==> src/rtl/alarm_snooze_controller.sv <==
// alarm_snooze_controller: arms, rings, snoozes and auto-silences the alarm on time/alarm match
module alarm_snooze_controller #(
  parameter int SNOOZE_SECONDS       = 540,
  parameter int RING_TIMEOUT_SECONDS = 60,
  parameter int MAX_SNOOZES          = 3
) (
  input  logic        i_Clk,
  input  logic        i_Reset,
  input  logic        i_Sec_Pulse,
  input  logic        i_Alarm_Enable,
  input  logic        i_Alarm_Match,
  input  logic        i_Snooze_Pulse,
  input  logic        i_Dismiss_Pulse,
  output logic        o_Alarm_On,
  output logic [2:0]  o_State,
  output logic [2:0]  o_Snooze_Count,
  output logic [15:0] o_Snooze_Remaining
);
  typedef enum logic [2:0] {
    DISABLED   = 3'd0,
    WAIT_CLEAR = 3'd1,
    ARMED      = 3'd2,
    RINGING    = 3'd3,
    SNOOZING   = 3'd4
  } state_t;
  localparam logic [15:0] SNOOZE_T = 16'(SNOOZE_SECONDS);
  localparam logic [15:0] RING_T   = 16'(RING_TIMEOUT_SECONDS);
  localparam logic [2:0]  MAX_C    = 3'(MAX_SNOOZES);
  state_t      state_q, state_d;
  logic [15:0] timer_q, timer_d;
  logic [2:0]  count_q, count_d;
  logic        alarm_on_q, alarm_on_d;
  logic [15:0] remaining_q, remaining_d;
  logic        snooze_ok, expire;
  // next state: enable has top priority, requests beat the second pulse, timer stops at 1
  always_comb begin
    state_d   = state_q;
    timer_d   = timer_q;
    count_d   = count_q;
    snooze_ok = count_q < MAX_C;
    expire    = i_Sec_Pulse && timer_q == 16'd1;
    if (!i_Alarm_Enable) begin
      state_d = DISABLED;
      timer_d = '0;
      count_d = '0;
    end else begin
      case (state_q)
        DISABLED: state_d = WAIT_CLEAR;
        WAIT_CLEAR: state_d = i_Alarm_Match ? WAIT_CLEAR : ARMED;
        ARMED: if (i_Alarm_Match) begin
          state_d = RINGING;
          timer_d = RING_T;
        end
        RINGING: if (i_Dismiss_Pulse || (expire && !i_Snooze_Pulse && !snooze_ok)) begin
          state_d = WAIT_CLEAR;
          timer_d = '0;
          count_d = '0;
        end else if ((i_Snooze_Pulse || expire) && snooze_ok) begin
          state_d = SNOOZING;
          timer_d = SNOOZE_T;
          count_d = count_q + 3'd1;
        end else if (i_Sec_Pulse && !i_Snooze_Pulse) begin
          timer_d = timer_q - 16'd1;
        end
        SNOOZING: if (i_Dismiss_Pulse) begin
          state_d = WAIT_CLEAR;
          timer_d = '0;
          count_d = '0;
        end else if (expire && !i_Snooze_Pulse) begin
          state_d = RINGING;
          timer_d = RING_T;
        end else if (i_Sec_Pulse && !i_Snooze_Pulse) begin
          timer_d = timer_q - 16'd1;
        end
        default: begin
          state_d = DISABLED;
          timer_d = '0;
          count_d = '0;
        end
      endcase
    end
    alarm_on_d  = state_d == RINGING;
    remaining_d = state_d == SNOOZING ? timer_d : 16'd0;
  end
  // state, timers and registered outputs
  always_ff @(posedge i_Clk or posedge i_Reset) begin
    if (i_Reset) begin
      state_q     <= DISABLED;
      timer_q     <= '0;
      count_q     <= '0;
      alarm_on_q  <= 1'b0;
      remaining_q <= '0;
    end else begin
      state_q     <= state_d;
      timer_q     <= timer_d;
      count_q     <= count_d;
      alarm_on_q  <= alarm_on_d;
      remaining_q <= remaining_d;
    end
  end
  assign o_Alarm_On         = alarm_on_q;
  assign o_State            = state_q;
  assign o_Snooze_Count     = count_q;
  assign o_Snooze_Remaining = remaining_q;
endmodule

==> config.mk <==
export PLATFORM = sky130hd
export DESIGN_NAME = alarm_snooze_controller
export DESIGN_NICKNAME = d
export VERILOG_FILES = /design/src/rtl/alarm_snooze_controller.sv
export SDC_FILE = /design/constraint.sdc
export NUM_CORES = 1
export LEC_CHECK = 0
export BUFFER_PORTS_ARGS = -buffer_cell sky130_fd_sc_hd__clkbuf_2
export CAP_MARGIN = 40
export CORE_ASPECT_RATIO = 1.1
export CORE_MARGIN = 2
export CORE_UTILIZATION = 49
export DETAILED_ROUTE_END_ITERATION = 10
export HOLD_SLACK_MARGIN = 0.03
export PLACE_DENSITY_LB_ADDON = 0.08
export SYNTH_ARGS = -nofsm -noshare
export SYNTH_HDL_FRONTEND = slang
export SYNTH_SLANG_ARGS = --single-unit
==> constraint.sdc <==
create_clock -name i_Clk -period 5.4 [get_ports i_Clk]
set_clock_uncertainty 0.15 [all_clocks]
set_input_delay 0.54 -clock i_Clk [delete_from_list [all_inputs] [get_ports i_Clk]]
set_output_delay 0.54 -clock i_Clk [all_outputs]
set_load 0.005 [all_outputs]
== Word-level counts from Yosys, hierarchy flattened ==
Cells that the tools add are included.
Word-level totals
  logic and storage cells: 53
  output and inout bits: 23
  flip-flop bits (word level): 39
Operators by class
  reduce and logical (&&, ||, !) cells: 13
  equality and inequality tests: 10
  $lt $le $gt $ge: 1
  mux-type cells: 22
  add/sub/neg operators: 2
Operator list (number)
  $mux W16: 8
  $pmux W16 S4: 1
  $mux W3: 10
  $eq A16 B1 Y1 const B: 1
  $sub A16 B1 Y16 const B: 1
  $pmux W3 S5: 1
  $eq A3 B2 Y1 const B: 3
  $pmux W3 S3: 1
  $eq A3 B3 Y1 const B: 2
  $logic_and A1 B1 Y1: 5
  $ne A4 B4 Y1 const B: 1
  $add A3 B1 Y3 const B: 1
  $eq A3 B1 Y1 const B: 1
  $logic_not A3 Y1: 1
  $lt A3 B2 Y1 const B: 1
  $ne A3 B3 Y1 const B: 1
  $reduce_and A3 Y1: 1
  $reduce_or A3 Y1: 1
  $logic_not A1 Y1: 2
  $logic_or A1 B1 Y1: 2
  $mux W2: 1
  $ne A2 B2 Y1 const B: 1
  $reduce_or A2 Y1: 1

== Logic depth before layout (Yosys ltp) ==
  word-level depth: 10
  depth in mapped cells: 8
  mapped depth without buffers: 7

== Worst setup path after synthesis ==
OpenSTA, ideal clock, no wires.
  path kind: in2reg
  start: input port i_Snooze_Pulse
  end: register remaining_q[13], in the netlist o_Snooze_Remaining[13]
  data arrival time: 2.133 ns
  slack: 2.976 ns
  setup time: 0.141 ns
  buffers on the path: 2
  data required time: 5.109 ns
  cell stages on the path: 7
  path through: buf_6 or4b_1 buf_2 or2_1 or4_1 o211ai_1 a211oi_1
On the way
  longest elaborated chain between the ends: 9
Ends and longest elaborated chain
  start: declaration: RTL line 12  | input logic i_Snooze_Pulse,
  $logic_not A1 Y1
  $logic_and A1 B1 Y1: RTL line 54, 69
  $logic_and A1 B1 Y1: RTL line 54  | RINGING: if (i_Dismiss_Pulse || (expire && !i_Snooze_Pulse && !snooze_ok)) begin
  $logic_or A1 B1 Y1: RTL line 54
  $mux W3: RTL line 54
  $pmux W3 S5: RTL line 47  | case (state_q)
  $mux W3: RTL line 42  | if (!i_Alarm_Enable) begin
  $eq A3 B3 Y1: RTL line 83  | remaining_d = state_d == SNOOZING ? timer_d : 16'd0;
  $mux W16 (*): RTL line 83
  named net remaining_d[13]: RTL line 33  | logic [15:0] remaining_q, remaining_d;
  end signal: assignment: RTL line 98  | remaining_q <= remaining_d;
  end: declaration: RTL line 33
Mark *: on every way through the listed nets, which the timed path passes. The rest lies on a longest branch.
A chain may end at the register's enable or synchronous reset.

== Worst setup path after layout ==
  start: register timer_q[4]
  end: register remaining_q[7], in the netlist o_Snooze_Remaining[7]
On the way
  longest elaborated chain between the ends: 10
Ends and longest elaborated chain
  start: declaration: RTL line 30  | logic [15:0] timer_q, timer_d;
  start signal: assignment: RTL line 95  | timer_q <= timer_d;
  branches (longest 9 deep; another with $sub A16 B1 Y16)
  $mux W16 (*): RTL line 83
  named net remaining_d[7]: RTL line 33
Mark *: on every way through the listed nets, which the timed path passes.

==> summary.md <==
| Metric | Value |
|---|---|
| Status | `complete, no violations` |
| Design Area, Final | `0.00252 mm2` |
| Synthesis-to-layout area growth | `10.3%` |
| Maximum fanout encountered on the critical timing path | `16` |
| Crit path cell chain | `or4_1 -> nor3_1 -> a21oi_2 -> a21oi_4 -> a211oi_1` |
| Post-CTS repair timing setup buffer count | `0` |
| Post-synthesis cell type with the largest combined area | `sky130_fd_sc_hd__dfrtp_1` |
| Complex-gate fraction of the synthesized area | `0.263` |
| Overall Global Routing Usage | `0.215` |
| Syn Nets | `250` |
| Required time of the critical path | `5.40 ns` |
| Cells resized by post-CTS repair | `0` |
| Worst-Margin Slew | `0.868 ns` |
| Number of design-rule violations left by the first detailed-router iteration | `111` |
| Portion of the post-synthesis area used by sequential elements | `0.428` |
| Clk_lat worst skew | `slightly below 0.3 ns` |
| First-pass detailed-route iteration total | `4` |
| Die area | `0.00522 mm2` |
| Proportion of synthesized area in mux cells | `0.00494` |
| Total wirelength of the detailed-routed design | `5260 um` |
| Power per unit of standard cell area | `225 mW/mm2` |
| Detailed-placement wirelength estimate | `3630 um` |
| Vias in the first global route | `1828` |
| Height of the die | `between 70 and 80 um` |
| Static leakage | `1.12 nW` |
| Largest net degree at the start of global routing | `40` |
| Routed via count divided by cell count | `6.06` |
| Final routed wire length divided by cell count | `16.5 um` |
| Crit-path slowest cell | `sky130_fd_sc_hd__or4_1` |
| Arrival time of data at the critical path endpoint | `2.59 ns` |
| Crit path launch | `timer_q[4]` |
| Overflow after GRT | `0` |
| Top Ports | `30` |
| Worst setup SP type | `flop` |
| Count of vias placed by the detailed router | `1938` |
| Unrepaired setup endpoints after global routing | `no` |
| Number of max-capacitance violations reported | `0` |
| Post-synth EDFFs | `0` |
| Deepest level of the CTS H-tree | `2` |
| Weighted congestion reported at the end of routability-driven placement | `0.939` |
| Launch point of the worst reg-to-reg path | `timer_q[4]` |
| CTS tree | `built` |
| CTS Buffer Depth | `2` |
| Post-CTS Hold Buffers | `0` |
| Mean cell area of the mapped netlist | `9.50 um2` |
| Top cell types by occurrence after synthesis | `sky130_fd_sc_hd__dfrtp_1 (39), sky130_fd_sc_hd__nand2_1 (23), sky130_fd_sc_hd__a21oi_1 (22)` |
| Row Count | `26` |
| Synth Area in XOR/XNOR | `0.00768` |
| ANT nets after route | `0` |
| Starting Density | `0.501` |
| Tightest slew margin relative to the limit | `0.419` |
| Largest family of logic cells by synthesized area | `compound AO/OA/AOI/OAI gates` |
| Share of flip-flops with an asynchronous set or reset after synthesis | `1.00` |
| Gate count after technology mapping | `240` |
| Warnings, synthesis | `0` |
| Top area cells in the synthesized netlist | `sky130_fd_sc_hd__dfrtp_1 (43%), sky130_fd_sc_hd__a21oi_1 (4.8%), sky130_fd_sc_hd__a211oi_1 (3.9%)` |
| Most numerous cell in the Yosys netlist | `sky130_fd_sc_hd__dfrtp_1` |
| Setup Total Neg Slack | `0 ns` |
| Antenna cell count | `0` |
| Number of nets in the layout | `275` |
| Crit Path Class | `reg -> reg` |
| Core Region | `between 0.004 and 0.005 mm2` |
| Global-route wire length before repair | `8940 um` |
| Peak ir drop on the vdd network | `0.133 mV` |
| Number of remaining DRC errors | `0` |
| Worst Setup End Kind | `flop` |
| Area share of fa/ha/maj cells after synthesis | `0.0208` |
| Simple-gate portion of the synthesized area | `0.231` |
| Number of buffers created by CTS | `5` |
| Main synth FF type | `sky130_fd_sc_hd__dfrtp_1` |
| Number of clock sinks | `39` |
| Kind of path behind the tightest hold check | `in -> async` |
| Maximum single-stage delay on the critical path | `0.71 ns` |
| Layout cell share with drive strength beyond 1 | `0.201` |
| Final setup violation count | `0` |
| Count of buffer and inverter cells on the critical path | `0` |
| Filler cell count in the final layout | `438` |
| Mapped Area | `0.00228 mm2` |
| Number of storage elements in the synthesis netlist | `39` |
| Final critical-path share of the clock period | `0.480` |
| Clock edge transition at the registers on the reported setup and hold paths | `0.07 ns` |
| Kind of cell with the highest combined delay on the critical path | `simple AND/OR/NAND/NOR gates` |
| Horiz. Die Dim | `between 60 and 70 um` |
| Min Clock Period, post-route | `2.59 ns` |
| Distinct cell type count of the synthesized netlist | `between 50 and 60` |
| Final hold viol count | `0` |
| Area share of the largest cell type after synthesis | `0.428` |
| Clock root buffer | `sky130_fd_sc_hd__clkbuf_8` |
| Initial antenna violation count | `0` |
| Pins over their slew limit | `0` |
| Placed Area | `between 0.002 and 0.0025 mm2` |
| Upper clock frequency limit | `386 MHz` |
| Number of I/O port buffers | `29` |
==> worst paths after layout <==
check,end,depth (start not counted),slack (ns)
worst max register to register,o_Snooze_Remaining[7],5,2.81
worst min-delay path,o_Snooze_Count[2],3,0.18
worst max-delay path,o_Snooze_Remaining[7],5,2.81
worst min register to register,o_Snooze_Count[2],2,0.42
min in group i_Clk,o_Snooze_Count[0],2,0.37
max in group asynchronous,o_Snooze_Remaining[0],3,4.57
==> tightest hold or removal path: stages <==
cell                       delay [ns]
sky130_fd_sc_hd__clkbuf_2        0.08
sky130_fd_sc_hd__inv_1           0.04
sky130_fd_sc_hd__buf_4           0.41
==> area by class of cell <==
| type | instances | area (um2) | share of cell area |
|---|---|---|---|
| Clock buffer | 6 | 72.6 | 0.0288 |
| Inverter | 7 | 26.3 | 0.0104 |
| Multi-Input combinational cell | 180 | 1200 | 0.478 |
| Sequential cell | 39 | 976 | 0.388 |
| Tap cell | 56 | 70.1 | 0.0278 |
| Timing Repair Buffer | 32 | 168 | 0.0666 |
==> per-stage QoR <==
stage	std cells	setup WS (ns)	power, W	utilization	hold slack, ns
floorplan	240	2.98	0.000368	-	0.396
global placement	313	2.69	0.000385	0.535	0.404
detailed placement	314	2.69	0.000387	0.537	0.417
CTS	320	2.82	0.000568	0.552	0.200
global route	320	2.54	0.000593	0.552	0.254
finish	320	2.81	0.000565	0.552	0.177
==> flip-flops by register name, summed over array words and instances (netlist names) <==
register and cells:
o_Snooze_Count 3, o_Alarm_On 1, o_State 3, o_Snooze_Remaining 16, timer_q 16
==> layout by cell type (no fill, tap or decap), drive strengths merged, types with 3 or more instances in the layout <==
cell / count
a211oi: 15
a21boi: 3
a21oi: 24
and2: 4
buf: 3
clkbuf: 35
dfrtp: 39
ha: 3
inv: 7
nand2: 23
nand2b: 5
nand3: 4
nand3b: 3
nor2: 11
nor3: 11
o211ai: 4
o21ai: 12
o22ai: 8
or2: 3
or3: 7
or4: 8
==> layer usage <==
| metal | wire (um) | GRT usage | vias to the layer above |
|---|---|---|---|
| met5 | 0 | 0 | - |
| met4 | 87 | 0.0871 | 0 |
| met3 | 205 | 0.0410 | 9 |
| met2 | 2530 | 0.359 | 39 |
| met1 | 2440 | 0.282 | 932 |
| li1 | - | - | 958 |
==> logic make-up after synthesis <==
kind of cell             Yosys count
adder cells (fa/ha/maj)            4
AND/OR/NAND/NOR                   89
AO/OA/AOI/OAI                     84
multiplexers                       1
buffers and inverters             21
flip-flops                        39
XOR/XNOR                           2
==> where the power goes <==
part,switching [W],internal (W),total (W)
registers,0.00000837,0.000296,0.000305
logic,0.0000493,0.0000279,0.0000772
clock network,0.0000974,0.0000861,0.000183
Power figures use the tool's default switching activity.
